## config.mk

```make
export PLATFORM = sky130hd
export DESIGN_NAME = adc_window_peak_detector
export DESIGN_NICKNAME = d
export VERILOG_FILES = /design/src/rtl/adc_peak_pkg.sv /design/src/rtl/adc_peak_tracker.sv /design/src/rtl/adc_window_peak_detector.sv
export SDC_FILE = /design/constraint.sdc
export NUM_CORES = 1
export LEC_CHECK = 0
export ABC_AREA = 1
export CELL_PAD_IN_SITES_DETAIL_PLACEMENT = 0
export CELL_PAD_IN_SITES_GLOBAL_PLACEMENT = 2
export CORE_ASPECT_RATIO = 0.7
export CORE_MARGIN = 10
export CORE_UTILIZATION = 35
export DETAILED_ROUTE_END_ITERATION = 7
export HOLD_SLACK_MARGIN = 0.15
export PLACE_DENSITY = 0.84
export SLEW_MARGIN = 25
export SYNTH_ARGS = -nofsm -noshare
export SYNTH_HDL_FRONTEND = slang
export SYNTH_HIERARCHICAL = 1
export SYNTH_SLANG_ARGS = --single-unit
```

## constraint.sdc

```tcl
create_clock -name i_sys_clock -period 5.3 [get_ports i_sys_clock]
set_input_delay 1.59 -clock i_sys_clock [delete_from_list [all_inputs] [get_ports i_sys_clock]]
set_output_delay 1.59 -clock i_sys_clock [all_outputs]
set_load 0.02 [all_outputs]
```

## src/rtl/adc_peak_pkg.sv

```systemverilog
`default_nettype none
// ============================================================================
// Module      : adc_peak_pkg
// Description : Shared FSM encoding, extreme sample values and counter width
//               for the ADC window peak detector.
// Revision    : 1.0 - initial release
// ============================================================================
package adc_peak_pkg;

    typedef enum logic [1:0] {
        ST_IDLE    = 2'd0,
        ST_ACCUM   = 2'd1,
        ST_PUBLISH = 2'd2
    } state_t;

    localparam int c_default_data_size = 16;

    localparam logic signed [c_default_data_size-1:0] c_most_pos = 16'sh7FFF;
    localparam logic signed [c_default_data_size-1:0] c_most_neg = 16'sh8000;

    // Wide enough for the largest legal window (WINDOW_LOG2 = 16).
    localparam int c_win_cnt_w = 16;

endpackage : adc_peak_pkg
`default_nettype wire

```

## src/rtl/adc_peak_tracker.sv

```systemverilog
`default_nettype none
// ============================================================================
// Module      : adc_peak_tracker
// Description : Running max/min and sticky clip flag for one sample channel.
//               Clip detection is built only with ADC_PEAK_CLIP_DETECT_EN.
// Revision    : 1.0 - initial release
// ============================================================================
module adc_peak_tracker #(
    parameter int DATA_SIZE = 16
) (
    input  logic                        clk,
    input  logic                        rst_n,
    input  logic                        i_init,
    input  logic                        i_update,
    input  logic signed [DATA_SIZE-1:0] i_sample,
    input  logic signed [DATA_SIZE-1:0] i_threshold,
    output logic signed [DATA_SIZE-1:0] o_max_next,
    output logic signed [DATA_SIZE-1:0] o_min_next,
    output logic                        o_clip_next
);

    localparam logic signed [DATA_SIZE-1:0] c_pos = {1'b0, {(DATA_SIZE-1){1'b1}}};
    localparam logic signed [DATA_SIZE-1:0] c_neg = {1'b1, {(DATA_SIZE-1){1'b0}}};

    logic signed [DATA_SIZE-1:0] r_max;
    logic signed [DATA_SIZE-1:0] r_min;
    logic signed [DATA_SIZE-1:0] w_max_next;
    logic signed [DATA_SIZE-1:0] w_min_next;
    logic                        w_clip_next;

    // Next values include the current sample so the top can publish the
    // window on the same edge that accepts its last sample.
    always_comb begin
        w_max_next = r_max;
        w_min_next = r_min;
        if (i_update && (i_sample > r_max)) w_max_next = i_sample;
        if (i_update && (i_sample < r_min)) w_min_next = i_sample;
    end

    always_ff @(posedge clk or negedge rst_n) begin
        if (!rst_n) begin
            r_max <= c_neg;
            r_min <= c_pos;
        end else if (i_init) begin
            r_max <= c_neg;
            r_min <= c_pos;
        end else begin
            r_max <= w_max_next;
            r_min <= w_min_next;
        end
    end

`ifdef ADC_PEAK_CLIP_DETECT_EN
    logic                      r_clip;
    logic signed [DATA_SIZE:0] w_sample_ext;
    logic signed [DATA_SIZE:0] w_thr_ext;
    logic                      w_hit;

    // One extra bit keeps the negated threshold from overflowing.
    assign w_sample_ext = {i_sample[DATA_SIZE-1], i_sample};
    assign w_thr_ext    = {i_threshold[DATA_SIZE-1], i_threshold};
    assign w_hit        = (w_sample_ext >= w_thr_ext) || (w_sample_ext <= -w_thr_ext);
    assign w_clip_next  = r_clip | (i_update & w_hit);

    always_ff @(posedge clk or negedge rst_n) begin
        if (!rst_n)      r_clip <= 1'b0;
        else if (i_init) r_clip <= 1'b0;
        else             r_clip <= w_clip_next;
    end
`else
    logic w_unused_threshold;

    assign w_unused_threshold = ^i_threshold;
    assign w_clip_next        = 1'b0;
`endif

    assign o_max_next  = w_max_next;
    assign o_min_next  = w_min_next;
    assign o_clip_next = w_clip_next;

endmodule : adc_peak_tracker
`default_nettype wire

```

## src/rtl/adc_window_peak_detector.sv

```systemverilog
`default_nettype none
// ============================================================================
// Module      : adc_window_peak_detector
// Description : Per-window max/min/peak-to-peak of two signed ADC channels.
//               Optional clip flags enabled by ADC_PEAK_CLIP_DETECT_EN.
// Revision    : 1.0 - initial release
// ============================================================================
module adc_window_peak_detector
    import adc_peak_pkg::*;
#(
    parameter int                          DATA_SIZE      = c_default_data_size,
    parameter int                          WINDOW_LOG2    = 10,
    parameter logic signed [DATA_SIZE-1:0] CLIP_THRESHOLD = 16'sh7FF0
) (
    input  logic                 i_sys_clock,
    input  logic                 i_reset,
    input  logic                 i_enable,
    input  logic                 i_init_done,
    input  logic                 i_sample_valid,
    input  logic [DATA_SIZE-1:0] i_data_ch1,
    input  logic [DATA_SIZE-1:0] i_data_ch2,
    output logic [DATA_SIZE-1:0] o_max_ch1,
    output logic [DATA_SIZE-1:0] o_min_ch1,
    output logic [DATA_SIZE:0]   o_pp_ch1,
    output logic [DATA_SIZE-1:0] o_max_ch2,
    output logic [DATA_SIZE-1:0] o_min_ch2,
    output logic [DATA_SIZE:0]   o_pp_ch2,
    output logic                 o_clip_ch1,
    output logic                 o_clip_ch2,
    output logic                 o_result_valid,
    output logic [15:0]          o_window_count,
    output logic                 o_busy
);

    localparam logic [c_win_cnt_w:0]   c_window_len = {{c_win_cnt_w{1'b0}}, 1'b1} << WINDOW_LOG2;
    localparam logic [c_win_cnt_w:0]   c_last_ext   = c_window_len - {{c_win_cnt_w{1'b0}}, 1'b1};
    localparam logic [c_win_cnt_w-1:0] c_last       = c_last_ext[c_win_cnt_w-1:0];
    localparam logic [c_win_cnt_w-1:0] c_cnt_one    = {{(c_win_cnt_w-1){1'b0}}, 1'b1};

    state_t                      r_state;
    logic [c_win_cnt_w-1:0]      r_count;
    logic [DATA_SIZE-1:0]        r_max_ch1, r_min_ch1, r_max_ch2, r_min_ch2;
    logic [DATA_SIZE:0]          r_pp_ch1, r_pp_ch2;
    logic                        r_clip_ch1, r_clip_ch2;
    logic                        r_result_valid;
    logic [15:0]                 r_window_count;
    logic                        r_busy;

    logic                        w_go;
    logic                        w_init;
    logic                        w_update;
    logic signed [DATA_SIZE-1:0] w_max1, w_min1, w_max2, w_min2;
    logic                        w_clip1, w_clip2;
    logic [DATA_SIZE:0]          w_pp1, w_pp2;

    assign w_go     = i_enable & i_init_done;
    assign w_init   = w_go & (r_state != ST_ACCUM);
    assign w_update = w_go & i_sample_valid & (r_state == ST_ACCUM);

    adc_peak_tracker #(.DATA_SIZE(DATA_SIZE)) u_trk_ch1 (
        .clk         (i_sys_clock),
        .rst_n       (i_reset),
        .i_init      (w_init),
        .i_update    (w_update),
        .i_sample    (i_data_ch1),
        .i_threshold (CLIP_THRESHOLD),
        .o_max_next  (w_max1),
        .o_min_next  (w_min1),
        .o_clip_next (w_clip1)
    );

    adc_peak_tracker #(.DATA_SIZE(DATA_SIZE)) u_trk_ch2 (
        .clk         (i_sys_clock),
        .rst_n       (i_reset),
        .i_init      (w_init),
        .i_update    (w_update),
        .i_sample    (i_data_ch2),
        .i_threshold (CLIP_THRESHOLD),
        .o_max_next  (w_max2),
        .o_min_next  (w_min2),
        .o_clip_next (w_clip2)
    );

    // Sign-extended difference; max >= min in any published window.
    assign w_pp1 = {w_max1[DATA_SIZE-1], w_max1} - {w_min1[DATA_SIZE-1], w_min1};
    assign w_pp2 = {w_max2[DATA_SIZE-1], w_max2} - {w_min2[DATA_SIZE-1], w_min2};

    always_ff @(posedge i_sys_clock or negedge i_reset) begin
        if (!i_reset) begin
            r_state        <= ST_IDLE;
            r_count        <= '0;
            r_max_ch1      <= '0;
            r_min_ch1      <= '0;
            r_pp_ch1       <= '0;
            r_max_ch2      <= '0;
            r_min_ch2      <= '0;
            r_pp_ch2       <= '0;
            r_clip_ch1     <= 1'b0;
            r_clip_ch2     <= 1'b0;
            r_result_valid <= 1'b0;
            r_window_count <= '0;
            r_busy         <= 1'b0;
        end else begin
            r_result_valid <= 1'b0;
            case (r_state)
                ST_IDLE: begin
                    if (w_go) begin
                        r_state <= ST_ACCUM;
                        r_busy  <= 1'b1;
                        r_count <= '0;
                    end
                end
                ST_ACCUM: begin
                    if (!w_go) begin
                        r_state <= ST_IDLE;
                        r_busy  <= 1'b0;
                    end else if (i_sample_valid) begin
                        if (r_count == c_last) begin
                            // Last sample of the window: publish on this edge.
                            r_state        <= ST_PUBLISH;
                            r_busy         <= 1'b0;
                            r_count        <= '0;
                            r_max_ch1      <= w_max1;
                            r_min_ch1      <= w_min1;
                            r_pp_ch1       <= w_pp1;
                            r_max_ch2      <= w_max2;
                            r_min_ch2      <= w_min2;
                            r_pp_ch2       <= w_pp2;
                            r_clip_ch1     <= w_clip1;
                            r_clip_ch2     <= w_clip2;
                            r_result_valid <= 1'b1;
                            r_window_count <= r_window_count + 16'd1;
                        end else begin
                            r_count <= r_count + c_cnt_one;
                        end
                    end
                end
                ST_PUBLISH: begin
                    r_count <= '0;
                    if (w_go) begin
                        r_state <= ST_ACCUM;
                        r_busy  <= 1'b1;
                    end else begin
                        r_state <= ST_IDLE;
                        r_busy  <= 1'b0;
                    end
                end
                default: begin
                    r_state <= ST_IDLE;
                    r_busy  <= 1'b0;
                end
            endcase
        end
    end

    assign o_max_ch1      = r_max_ch1;
    assign o_min_ch1      = r_min_ch1;
    assign o_pp_ch1       = r_pp_ch1;
    assign o_max_ch2      = r_max_ch2;
    assign o_min_ch2      = r_min_ch2;
    assign o_pp_ch2       = r_pp_ch2;
    assign o_clip_ch1     = r_clip_ch1;
    assign o_clip_ch2     = r_clip_ch2;
    assign o_result_valid = r_result_valid;
    assign o_window_count = r_window_count;
    assign o_busy         = r_busy;

endmodule : adc_window_peak_detector
`default_nettype wire
```

[After elaboration in Yosys (flattened, before gate mapping)]
Cells that the tools add are included.
Operators by class
  add/sub/neg operators: 4
  $lt $le $gt $ge: 4
  eq/ne operators: 9
  mux-type cells: 29
  bitwise operators: 4
  reduce and logical (&&, ||, !) cells: 9
Operator list (number)
  $mux 16: 12
  $pmux 16 s3: 1
  $sub 16x16->17: 2
  $add 16x1->16 const B: 2
  $gt 16x16->1: 2
  $lt 16x16->1: 2
  $eq 16x10->1 const B: 1
  $mux 1: 10
  $mux 2: 4
  $reduce_and 4->1: 2
  $ne 2x2->1 const B: 3
  $pmux 2 s3: 1
  $and 1x1->1: 4
  $logic_and 1x1->1: 4
  $ne 3x2->1 const B: 1
  $ne 3x3->1 const B: 1
  $pmux 1 s3: 1
  $reduce_and 3->1: 1
  $reduce_bool 3->1: 1
  $eq 2x1->1 const B: 1
  $eq 2x2->1 const B: 1
  $logic_not 2->1: 1
  $ne 2x1->1 const B: 1
Storage, ports and cells
  register bits: 198
  input port bits: 37
  output and inout bits: 118
  logic and storage cells: 74

[Logic depth before layout (Yosys ltp)]
  depth after elaboration: 6
  mapped depth: 27
  depth with buffers taken out: 27

[Modules after synthesis]
The synthesis kept the hierarchy.
Modules (own cells, without submodules)
  adc_window_peak_detector: instances 1, cells an instance 1062, area an instance 7696.1 um^2, seq. area each 3403.3 um^2
  adc_peak_tracker (u_trk_ch2): instances 1, cells an instance 347, area an instance 2667.6 um^2, seq. area each 820.8 um^2
  adc_peak_tracker (u_trk_ch1): instances 1, cells an instance 346, area an instance 2560.0 um^2, seq. area each 820.8 um^2

[Worst setup path before layout]
Ideal clock, no wire load.
  kind: input port to flip-flop
  start: input port i_enable
  end: register r_pp_ch2[8], in the netlist o_pp_ch2[8]
  library setup time: 0.118 ns
  data arrival time: 4.232 ns
  required time: 5.182 ns
  slack: 0.950 ns
  stages: 18
  cell sequence: nand2_1 -> nor2_1 -> nand2_1 -> inv_1 -> clkbuf_1 -> a21boi_4 -> clkbuf_1 -> nand4_1 -> nand2_2 -> inv_1 -> ha_1 -> nand2_1 -> inv_1 -> a21oi_1 -> nand2_1 -> or2_2 -> nand3_1 -> nand2_1
Between the ends
  word-level cells in the longest chain between the ends: 6
Ends and longest elaborated chain
  start, declared: RTL line adc_window_peak_detector.sv:17  | input logic i_enable,
  $and 1x1->1: RTL line adc_window_peak_detector.sv:56  | assign w_go = i_enable & i_init_done;
  $and 1x1->1 (2 in series): RTL line adc_window_peak_detector.sv:58  | assign w_update = w_go & i_sample_valid & (r_state == ST_ACCUM);
  via w_update: RTL line adc_window_peak_detector.sv:51  | logic w_update;
  $logic_and 1x1->1: RTL line adc_peak_tracker.sv:36  | if (i_update && (i_sample > r_max)) w_max_next = i_sample;
  $mux 16: RTL line adc_peak_tracker.sv:36
  via w_max2[6]: RTL line adc_window_peak_detector.sv:52  | logic signed [DATA_SIZE-1:0] w_max1, w_min1, w_max2, w_min2;
  $sub 16x16->17: RTL line adc_window_peak_detector.sv:86  | assign w_pp2 = {w_max2[DATA_SIZE-1], w_max2} - {w_min2[DATA_SIZE-1], w_min2};
  end signal, assigned: RTL line adc_window_peak_detector.sv:128  | r_pp_ch2 <= w_pp2;
  end, declared: RTL line adc_window_peak_detector.sv:43  | logic [DATA_SIZE:0] r_pp_ch1, r_pp_ch2;
The timed path passes the listed nets, and every way through them passes these cells.
A chain may end at the register's enable or synchronous reset.

[Final worst setup path]
  start: input port i_data_ch2[15]
  end: register r_pp_ch2[11], in the netlist o_pp_ch2[11]
Between the ends
  word-level cells in the longest chain between the ends: 4
Ends and longest elaborated chain
  start, declared: RTL line adc_window_peak_detector.sv:21  | input logic [DATA_SIZE-1:0] i_data_ch2,
  $lt 16x16->1: RTL line adc_peak_tracker.sv:37  | if (i_update && (i_sample < r_min)) w_min_next = i_sample;
  $logic_and 1x1->1: RTL line adc_peak_tracker.sv:37
  $mux 16: RTL line adc_peak_tracker.sv:37
  via w_min2[6]: RTL line adc_window_peak_detector.sv:52
  $sub 16x16->17: RTL line adc_window_peak_detector.sv:86
The timed path passes the listed nets, and every way through them passes these cells.

==> flow_metrics.tcl <==
set metrics [dict create \
    status "finished clean" \
    io_pins 155 \
    hpwl_um 30750 \
    holdWs_ns 0.4699 \
    yosysWarnings 6 \
    placement.io_buffers 154 \
    routed.top_layer "met4" \
    arrival_ns 5.16 \
    cts_sinks 200 \
    clk_latency_ns 0.46 \
    cts_buffer_depth 2 \
    clk_pin_slew_worst_paths_ns 0.07 \
    critPathMaxStageDelay_ns 0.49 \
    place_area_um2 15020 \
    netlist_area_um2 12920 \
    clock_skew_ns 0.01327 \
    antenna_found_initial 0 \
    wl_met3_um 1645 \
    max_freq_mhz 207.9 \
    cts_made_buffers 17 \
    path_common_cell "nand2_1" \
    startpoint "i_data_ch2[15]" \
    drc 0 \
    crit_type "in -> reg" \
    dieArea_um2 45110 \
    hold_viol 0 \
    powerDensity_nw_per_um2 339.3 \
    drive_above_1_share_pct 9.693 \
    globalplace.congestion 0.8882 \
    die_y_um 180.7 \
    avgSynthCellArea_um2 7.368 \
    via_count 11260 \
    overflow 0 \
    fin_nets 2041 \
    grt_first_pass_wirelength_um 63510 \
    syn_inst 1753 \
    hold_path.startpoint "o_clip_ch1" \
    die_width_um 249.6 \
    multi_input_area_um2 6411 \
    cp_slowest_cell "clkdlybuf4s50_1" \
    h-tree-depth 4 \
    worstMarginPinSlew_ns 0.8328 \
    wl_um 39160 \
    grt_pass1_vias 11000 \
    antenna_cells 0 \
    worst_setup_path_start_kind "input pin" \
    critPathMaxFanout 12 \
    ir_drop_mv 0.1761 \
    finalSetupViolations 0 \
    hold_path.class "reg -> reg" \
    met1_length_um 21030 \
    mostFrequentLayoutCell "nand2_1" \
    finalMaxSlewViolations 0 \
    rsz0062_at_grt "no" \
    first_pass_iters 5 \
    vias_per_cell 4.692 \
    stdcell_area_um2 15660 \
    num-fill-cells 3695 \
    track_usage_pct 17.51 \
    slew_headroom_pct 44.48 \
    most-common-layout-cells "574 x nand2_1, 302 x inv_1, 168 x dfrtp_1, 153 x clkdlybuf4s50_1" \
    p_leak_nw 8.756 \
    ant_nets 0 \
    grt_max_degree 84 \
    cp.required_ns 5.64 \
    seq_area_um2 5045 \
    crit_chain "clkdlybuf4s50_1 > ha_1 > nand4_1 > nor3_2 > nand2_1 > nand2_1 > nand2_2 > nand3_2 > buf_12 > nand2_1 > nand2_1 > inv_1 > ha_1 > nand2_1 > nor2_1 > nand3_1 > nand2_1 > nand2_1 > nand2_1 > nand2_1 > nand3_1 > nand2_1" \
    wl_met2_um 16140 \
    reg2reg_from "r_state[1]" \
    post-route-period-util_pct 90.77 \
    hold_buffers 0 \
    crit_path_end_kind "flop" \
    drt-initial-drc-count 797 \
    cap_violations 0 \
    rows 58 \
    start_util_pct 35.74 \
    finalPower_mw 5.313 \
    clockRootBuffer "clkbuf_16" \
    min_period_ns 4.811 \
    cts_tree "done" \
    core_um2 36140 \
    synthToLayoutAreaGrowth_pct 21.23 \
    wire_per_inst_um 16.32 \
    synth_fp_nets 1888 \
]
layer usage:
layer | vias to the layer above | global-route usage (%)
met5 | - | 0
met4 | 0 | 3.144
met3 | 17 | 3.531
met2 | 201 | 25.43
li1 | 5781 | -
met1 | 5256 | 26.21
cell type report:
type	count	area share (%)
Timing Repair Buffer	184	11.55
Tap cell	480	3.835
Clock buffer	17	2.717
Multi-Input combinational cell	1194	40.94
Clock inverter	15	1.302
Inverter	309	7.439
Sequential cell	200	32.22
flip-flops by register name (all words and copies together), names as in the netlist:
register,flops
r_count,16
o_min_ch2,16
u_trk_ch1/r_max,16
r_state,2
o_window_count,16
u_trk_ch1/r_min,16
o_min_ch1,16
u_trk_ch2/r_max,16
o_clip_ch2,1
o_max_ch1,16
u_trk_ch2/r_min,16
o_busy,1
o_result_valid,1
o_pp_ch2,17
o_max_ch2,16
o_pp_ch1,17
o_clip_ch1,1
repair_timing:
action | CTS | global route
gates resized for setup | 0 | 1
buffers inserted | 0 | 0
endpoints found under the setup margin | 0 | 3
worst paths after layout:
kind / endpoint / slack, ns / depth (start not counted)
setup / recovery: o_pp_ch2[11] / 0.49 / 22
hold / removal: o_clip_ch1 / 0.47 / 2
setup reg to reg: o_pp_ch1[12] / 1.62 / 21
hold reg to reg: o_clip_ch1 / 0.47 / 2
max in group asynchronous: u_trk_ch1/r_min[3] / 3.11 / 2
min in group asynchronous: o_window_count[8] / 1.17 / 1
through the flow:
stage                     utilization (%)  instances  worst slack [ns]  TNS, ns
after floorplan                         -       1753            0.9505        0
after global placement              41.57       2367          -0.06213  -0.2941
after detailed placement            41.57       2367           -0.1132  -0.7216
after CTS                           43.31       2399            0.3643        0
after global routing                43.33       2399           0.07318        0
final                               43.33       2399            0.4890        0
report_power, final:
group          total [mW]  switching, mW  leakage (nW)  internal (mW)
Sequential           1.79         0.0685          2.61           1.72
Combinational        2.09           1.37          5.84          0.713
Clock                1.44          0.673         0.312          0.766
critical path, delay by kind of cell:
kind          cells  cell delay (ns)
buf+inv           3             0.71
fa+ha+maj         2             0.81
simple gates     17             2.02
Note: power is estimated with default switching activity, not from simulation.
